--- src/rtl/char_conv_if.sv ---
// rtl/char_conv_if.sv - start/in launch and out/busy/done result bundle for char_conv
interface char_conv_if #(
    parameter int WIDTH  = 30,
    parameter int DIGITS = 10
);
    logic                  start;
    logic [WIDTH-1:0]      in;
    logic [6*DIGITS-1:0]   out;
    logic                  busy;
    logic                  done;

    // Control sequencer side: launches a conversion and collects the characters
    modport master (
        output start,
        output in,
        input  out,
        input  busy,
        input  done
    );

    // Converter side
    modport slave (
        input  start,
        input  in,
        output out,
        output busy,
        output done
    );
endinterface

--- src/rtl/char_conv.sv ---
// rtl/char_conv.sv - MIX CHAR binary-to-character converter (double-dabble), CHAR_FAST_EN selects 2 bits/cycle
module char_conv #(
    parameter int WIDTH  = 30,
    parameter int DIGITS = 10
) (
    input  logic         clk,
    input  logic         reset,
    char_conv_if.slave   bus
);
    localparam int BCDW = 4 * DIGITS;
`ifdef CHAR_FAST_EN
    localparam int STEPS = 2;
`else
    localparam int STEPS = 1;
`endif
    localparam int ITERS = WIDTH / STEPS;
    localparam logic [4:0] LAST = 5'(ITERS - 1);
    localparam logic [6*DIGITS-1:0] ZERO_OUT = {DIGITS{6'd30}};

    typedef enum logic {IDLE, SHIFT} state_t;

    state_t                state, state_n;
    logic [WIDTH-1:0]      bin, bin_n, bin_s;
    logic [BCDW-1:0]       bcd, bcd_n, bcd_s;
    logic [4:0]            cnt, cnt_n;
    logic [6*DIGITS-1:0]   out_r, out_n;
    logic                  busy_r, busy_n;
    logic                  done_r, done_n;

    // Nibbles of 5 or more become 8+ after the next shift, so pre-add 3 to carry into the next decade
    function automatic logic [BCDW-1:0] add3(input logic [BCDW-1:0] b);
        logic [BCDW-1:0] r;
        r = b;
        for (int k = 0; k < DIGITS; k++) begin
            if (b[4*k +: 4] >= 4'd5) r[4*k +: 4] = b[4*k +: 4] + 4'd3;
        end
        return r;
    endfunction

    // Digit d becomes MIX character code 30+d; nibble 9 lands in the top byte
    function automatic logic [6*DIGITS-1:0] to_chars(input logic [BCDW-1:0] b);
        logic [6*DIGITS-1:0] r;
        r = '0;
        for (int k = 0; k < DIGITS; k++) begin
            r[6*k +: 6] = 6'd30 + {2'b00, b[4*k +: 4]};
        end
        return r;
    endfunction

    // One SHIFT cycle worth of adjust-and-shift steps, chained when two bits per cycle
    always_comb begin
        bcd_s = bcd;
        bin_s = bin;
        for (int s = 0; s < STEPS; s++) begin
            bcd_s = add3(bcd_s);
            {bcd_s, bin_s} = {bcd_s[BCDW-2:0], bin_s, 1'b0};
        end
    end

    // Next-state and datapath updates; the final shift writes out directly so there is no FINISH state
    always_comb begin
        state_n = state;
        bin_n   = bin;
        bcd_n   = bcd;
        cnt_n   = cnt;
        out_n   = out_r;
        busy_n  = busy_r;
        done_n  = 1'b0;
        case (state)
            IDLE: begin
                if (bus.start) begin
                    bin_n   = bus.in;
                    bcd_n   = '0;
                    cnt_n   = '0;
                    busy_n  = 1'b1;
                    state_n = SHIFT;
                end
            end
            SHIFT: begin
                bin_n = bin_s;
                bcd_n = bcd_s;
                cnt_n = cnt + 5'd1;
                if (cnt == LAST) begin
                    out_n   = to_chars(bcd_s);
                    done_n  = 1'b1;
                    busy_n  = 1'b0;
                    state_n = IDLE;
                end
            end
            default: begin
                state_n = IDLE;
                busy_n  = 1'b0;
            end
        endcase
    end

    // State and datapath registers; reset abandons any conversion without a done
    always_ff @(posedge clk) begin
        if (reset) begin
            state  <= IDLE;
            bin    <= '0;
            bcd    <= '0;
            cnt    <= '0;
            out_r  <= ZERO_OUT;
            busy_r <= 1'b0;
            done_r <= 1'b0;
        end else begin
            state  <= state_n;
            bin    <= bin_n;
            bcd    <= bcd_n;
            cnt    <= cnt_n;
            out_r  <= out_n;
            busy_r <= busy_n;
            done_r <= done_n;
        end
    end

    assign bus.out  = out_r;
    assign bus.busy = busy_r;
    assign bus.done = done_r;
endmodule

--- src/flat_wrapper.sv ---
// flat-port wrapper written by rule: the top's interface ports become plain ports
module char_conv_flat 
#(
    parameter int WIDTH  = 30,
    parameter int DIGITS = 10
)
  (clk, reset, bus_start, bus_in, bus_out, bus_busy, bus_done);
  char_conv_if #(.WIDTH(WIDTH), .DIGITS(DIGITS)) bus_i ();
  input  logic clk;
  input  logic reset;
  input wire logic [$bits(bus_i.start)-1:0] bus_start;
  input wire logic [$bits(bus_i.in)-1:0] bus_in;
  output wire logic [$bits(bus_i.out)-1:0] bus_out;
  output wire logic [$bits(bus_i.busy)-1:0] bus_busy;
  output wire logic [$bits(bus_i.done)-1:0] bus_done;
  assign bus_i.start = bus_start;
  assign bus_i.in = bus_in;
  assign bus_out = bus_i.out;
  assign bus_busy = bus_i.busy;
  assign bus_done = bus_i.done;
  char_conv #(.WIDTH(WIDTH), .DIGITS(DIGITS)) u_core (.clk(clk), .reset(reset), .bus(bus_i));
endmodule
--- config.mk ---
export PLATFORM = sky130hd
export DESIGN_NAME = char_conv_flat
export DESIGN_NICKNAME = d
export VERILOG_FILES = /design/src/rtl/char_conv_if.sv /design/src/rtl/char_conv.sv /design/src/flat_wrapper.sv
export SDC_FILE = /design/constraint.sdc
export NUM_CORES = 1
export LEC_CHECK = 0
export ABC_AREA = 0
export BUFFER_PORTS_ARGS = -buffer_cell sky130_fd_sc_hd__buf_2
export CAP_MARGIN = 25
export CORE_ASPECT_RATIO = 1.2
export CORE_MARGIN = 5
export CORE_UTILIZATION = 34
export DETAILED_ROUTE_END_ITERATION = 10
export GPL_TIMING_DRIVEN = 0
export SYNTH_ARGS = -nofsm -noshare
export SYNTH_HDL_FRONTEND = slang
export SYNTH_SLANG_ARGS = --single-unit
export TNS_END_PERCENT = 10
--- constraint.sdc ---
create_clock -name clk -period 2.7 [get_ports clk]
set_clock_uncertainty 0.15 [all_clocks]
set_input_delay 0.54 -clock clk [delete_from_list [all_inputs] [get_ports clk]]
set_output_delay 0.54 -clock clk [all_outputs]
set_load 0.02 [all_outputs]
---- After elaboration in Yosys (flattened, before gate mapping) ----
Index checks and enable logic that the tools add are counted.
word-level totals
  flip-flop bits (word level) ............. 138
  output and inout port bits .............. 62
  input port bits ......................... 33
cells by class
  bitwise gates (word level) .............. 1
  equal/unequal tests ..................... 3
  add/subtract/negate cells ............... 21
  muxes and demuxes ....................... 23
  reductions and logical operators ........ 3
  $lt $le $gt $ge ......................... 10
operators by type and width
  operator                                                                             count
  40-bit case mux with 2 select lines                                                  1
  5-bit by 4-bit adder with 6-bit output, first input constant                         10
  30-bit case mux with 2 select lines                                                  1
  4-bit by 3-bit greater-or-equal comparator with 1-bit output, second input constant  10
  40-bit two-way mux                                                                   1
  4-bit by 2-bit adder with 4-bit output, second input constant                        9
  4-bit two-way mux                                                                    9
  30-bit two-way mux                                                                   1
  5-bit case mux with 2 select lines                                                   1
  5-bit by 1-bit adder with 5-bit output, second input constant                        1
  5-bit equality test, second input constant                                           1
  1-bit two-way mux                                                                    5
  5-bit two-way mux                                                                    1
  2-bit != test, second input constant                                                 2
  1-bit case mux with 2 select lines                                                   2
  2-bit AND reduction                                                                  2
  3-bit by 2-bit adder with 3-bit output, second input constant                        1
  3-bit two-way mux                                                                    1
  2-bit OR reduction                                                                   1
  1-bit NOT                                                                            1

---- Logic depth before layout (Yosys ltp) ----
  word-level depth ........................ 3
  mapped depth ............................ 9
  gate-level depth less buffers ........... 9

---- Worst setup path before layout ----
OpenSTA, ideal clock, no wires.
  kind .................................... register to register
  start ................................... reg u_core.bcd[20]
  end ..................................... reg u_core.out_r[33], in the netlist u_core.bus.out[33]
  stages on the path, launching flop included .. 10
  arrival ................................. 1.826 ns
  setup time .............................. 0.079 ns
  path slack .............................. 0.645 ns
  cell sequence ........................... dfxtp_1 -> inv_1 -> ha_1 -> nor2b_1 -> o21ai_0 -> o211a_1 -> inv_1 -> ha_1 -> ha_1 -> o211ai_1
on the way
  longest elaborated chain between the ends .. 3
  elaborated cells on any way between the ends .. 4
ends and longest elaborated chain
  what                                                                                                                           RTL line          source
  from (decl)                                                                                                                    char_conv.sv:24   logic [BCDW-1:0] bcd, bcd_n, bcd_s;
  from (signal assigned)                                                                                                         char_conv.sv:110  bcd <= bcd_n;
  4-bit by 2-bit adder with 4-bit output / 4-bit by 3-bit greater-or-equal comparator with 1-bit output (equally long branches)  char_conv.sv:35   if (b[4*k +: 4] >= 4'd5) r[4*k +: 4] = b[4*k +: 4] + 4'd3;
  4-bit two-way mux *                                                                                                            char_conv.sv:35
  5-bit by 4-bit adder with 6-bit output *                                                                                       char_conv.sv:45   r[6*k +: 6] = 6'd30 + {2'b00, b[4*k +: 4]};
  to (signal assigned)                                                                                                           char_conv.sv:112  out_r <= out_n;
  to (decl)                                                                                                                      char_conv.sv:26   logic [6*DIGITS-1:0] out_r, out_n;
Mark *: on every way between the ends. The rest lies on a longest branch, timed or not.
A chain may end at the register's enable or synchronous reset.

---- Worst setup path after layout ----
Same ends and word-level chain as after synthesis.

==> flow_summary.ini <==
[status]
outcome = completed

[synth]
yosys.cell_types.count = 42
synth_warnings = 0
synth-seq-cells = 138
syn_inst = 836
synth_nets = 902
syn_avg_cell_area_um2 = 8.12
synth_area_um2 = 6790
ys_seq_area_share_pct = 40.7

[sta]
tns_ns = 0
tightest_slew_ns = 0.762
slew-limit-headroom_pct = 49.2
drv_slew = 0
final.min_clock_period_ns = 2.35
fin_ws_ns = 0.353
hold_viol_final = 0
fin_crit_sh_pct = 86.9
rsz0062_at_grt = false
max_freq_mhz = 426
setup_viol = 0

[placement]
post-place-ws_ns = 0.372
hpwl_um = 14500
gp_congestion = 0.821
portBuffers = 93

[die]
boundaryPins = 95
core_area_um2 = 19600
die_x_um = 139
num_rows = 56
dieArea_um2 = 22900
fp.dieH_um = 165
initial_utilization_pct = 34.6

[power]
pwr_density_cell_nw_per_um2 = 584
vdd_ir_drop_max_v = 0.000453
p_leak_nw = 3.14

[clock_network]
max-clock-path-buffers = 2
insertion_delay_ns = 0.43
h-tree-depth = 4
path_clk_slew_ns = 0.06
cts_resized = 0
cts_hold_buf = 0
tritoncts = yes
cts_num_sinks = 138
cts_buffers = 17
clock-root-buffer = clkbuf_16
post-cts-setup-buffers = 0

[route]
firstDrtPassIters = 5
wl_um = 19900
post_drt_wl_per_cell_um = 16.3
viasPerCell = 5.16
drt_iter0_drc = 351
ant_nets = 0
num_vias = 6306
drcViolationCount = 0

[global_routing]
grt-busiest-layer = met2
grt_util_met1_pct = 22.7
grt_use_met2_pct = 29.8
grt_pass1_wl_um = 32600
grt_pass1_vias = 6187
grt-ovfl-total = 0
antenna_found_initial = 0
grt_use_met3_pct = 4.49
track_usage_pct = 17.7
grt_max_degree = 17

[cells_and_area]
area_growth_syn_to_layout_pct = 20.7
utilization_pct = 41.8
fin_nets = 1014
drive_gt1_share_pct = 15.2

[critical_path]
end_kind = flip-flop
critPathKind = reg2reg
cp.required_ns = 2.90
start_kind = flip-flop
cp_max_fo = 6
arrival_ns = 2.54

[flow_run]
maxCapViolCount = 0

[hold_path]
hold_path.class = in2reg
==> kinds of logic after synthesis <==
family,count (synthesis),synth area share (%)
and+or+nand+nor,303,20.8
AOI/OAI and AO/OA,221,20.4
DFF,138,40.7
buffers and inverters,99,5.99
adders and majority gates,33,6.08
muxes,32,4.74
xor gates and xnor gates,10,1.29
==> path summary, 6_finish.rpt <==
kind	from	endpoint	slack, ns	cells past startpoint
max	u_core.bcd[20]$_SDFFE_PP0P_	u_core.bus.out[33]$_SDFFE_PP1P_	0.35	9
min	bus_in[0]	u_core.bin[0]$_SDFFE_PP0P_	0.27	3
max reg2reg	u_core.bcd[20]$_SDFFE_PP0P_	u_core.bus.out[33]$_SDFFE_PP1P_	0.35	9
min reg2reg	u_core.bus.out[9]$_SDFFE_PP1P_	u_core.bus.out[9]$_SDFFE_PP1P_	0.31	2
==> where the power goes <==
group	switching, W	internal, W	leakage [nW]
logic	0.000179	0.0000851	1.73
registers	0.0000191	0.00207	1.12
clock network	0.000918	0.00152	0.290
total	0.00112	0.00367	3.14
==> cell type report <==
class	count	area, um2
repair buffers	93	465
clock buffers	20	467
diodes	1	2.50
plain buffers	52	230
inverters	47	176
flip-flops and latches	138	2760
clock inverters	11	144
fillers	2024	11400
multi-input cells	599	3620
well taps	261	327
==> metal layers <==
| metal | vias up | part of all wire, % |
|---|---|---|
| met5 | - | 0 |
| met4 | 0 | 1.5 |
| met3 | 23 | 6.5 |
| met2 | 185 | 46 |
| met1 | 2917 | 46 |
| li1 | 3181 | - |
==> synth_stat cells (all sizes together) <==
cell	number	share of area, %
nand2	68	3.8
a211oi	6	0.66
clkbuf	27	1.5
xnor2	3	0.39
nor4	2	0.18
a22o	1	0.13
o2111a	2	0.33
o22a	9	1.2
mux2	1	0.17
nor3b	12	1.3
o21ai	51	3.8
a41oi	9	1.2
a21oi	83	6.1
and2	10	0.92
nor3	46	3.4
and4	1	0.13
o31ai	8	0.88
nand2b	4	0.37
nor2b	9	0.83
a32o	3	0.44
a31o	2	0.26
o211ai	19	2.1
nor2	115	6.4
nand3	1	0.074
nand3b	10	1.1
o211a	8	1.2
ha	33	6.1
a21o	2	0.22
clkinv	1	0.055
or3	17	1.6
and3	8	0.74
inv	46	2.5
o2111ai	8	1.0
dfxtp	138	41
buf	25	1.9
o31a	2	0.26
a31oi	8	0.74
xor2	7	0.90
mux2i	31	4.6
==> flip-flops by register name, summed over array words and instances, names as in the netlist <==
name and cells:
u_core.bcd 40, u_core.bin 30, u_core.bus.busy 1, u_core.bus.done 1, u_core.bus.out 60, u_core.cnt 5
u_core.state 1
==> critical path, cell delays in order, from the launching register on <==
cell	delay, ns
dfxtp_1	0.43
inv_1	0.10
ha_1	0.23
nor2b_1	0.19
o21ai_0	0.22
o211a_1	0.26
inv_1	0.06
ha_1	0.19
ha_1	0.27
o211ai_1	0.17
==> per-stage QoR <==
stage | hold slack (ns) | cell area [um2] | instances | total power [W]
2_1_floorplan | 0.295 | 6790 | 836 | 0.00229
3_3_place_gp | 0.294 | 7580 | 1190 | 0.00240
3_5_place_dp | 0.302 | 7580 | 1190 | 0.00240
4_1_cts | 0.268 | 8190 | 1221 | 0.00482
5_1_grt | 0.296 | 8190 | 1221 | 0.00495
6_report | 0.273 | 8190 | 1222 | 0.00479
==> cell usage in the layout (no fill, tap or decap), types with 3 or more instances in the layout <==
| master | Yosys | layout |
|---|---|---|
| dfxtp_1 | 138 | 138 |
| nor2_1 | 115 | 115 |
| buf_2 | 16 | 109 |
| a21oi_1 | 83 | 83 |
| nand2_1 | 68 | 68 |
| o21ai_0 | 51 | 51 |
| nor3_1 | 46 | 46 |
| inv_1 | 46 | 46 |
| ha_1 | 33 | 33 |
| mux2i_1 | 31 | 31 |
| clkbuf_1 | 27 | 27 |
| o211ai_1 | 19 | 19 |
| or3_1 | 17 | 17 |
| clkbuf_16 | 0 | 17 |
| nor3b_1 | 12 | 12 |
| nand3b_1 | 10 | 10 |
| and2_1 | 10 | 10 |
| a41oi_1 | 9 | 9 |
| nor2b_1 | 9 | 9 |
| o22a_1 | 9 | 9 |
| a31oi_1 | 8 | 8 |
| o31ai_1 | 8 | 8 |
| o211a_1 | 8 | 8 |
| and3_1 | 8 | 8 |
| o2111ai_1 | 8 | 8 |
| xor2_1 | 7 | 7 |
| buf_1 | 6 | 6 |
| a211oi_1 | 6 | 6 |
| nand2b_1 | 4 | 4 |
| clkinvlp_4 | 0 | 4 |
| xnor2_1 | 3 | 3 |
| a32o_1 | 3 | 3 |
| bufinv_16 | 0 | 3 |
| clkbuf_8 | 0 | 3 |
| clkinv_2 | 0 | 3 |
(Power assumes the default switching activity.)
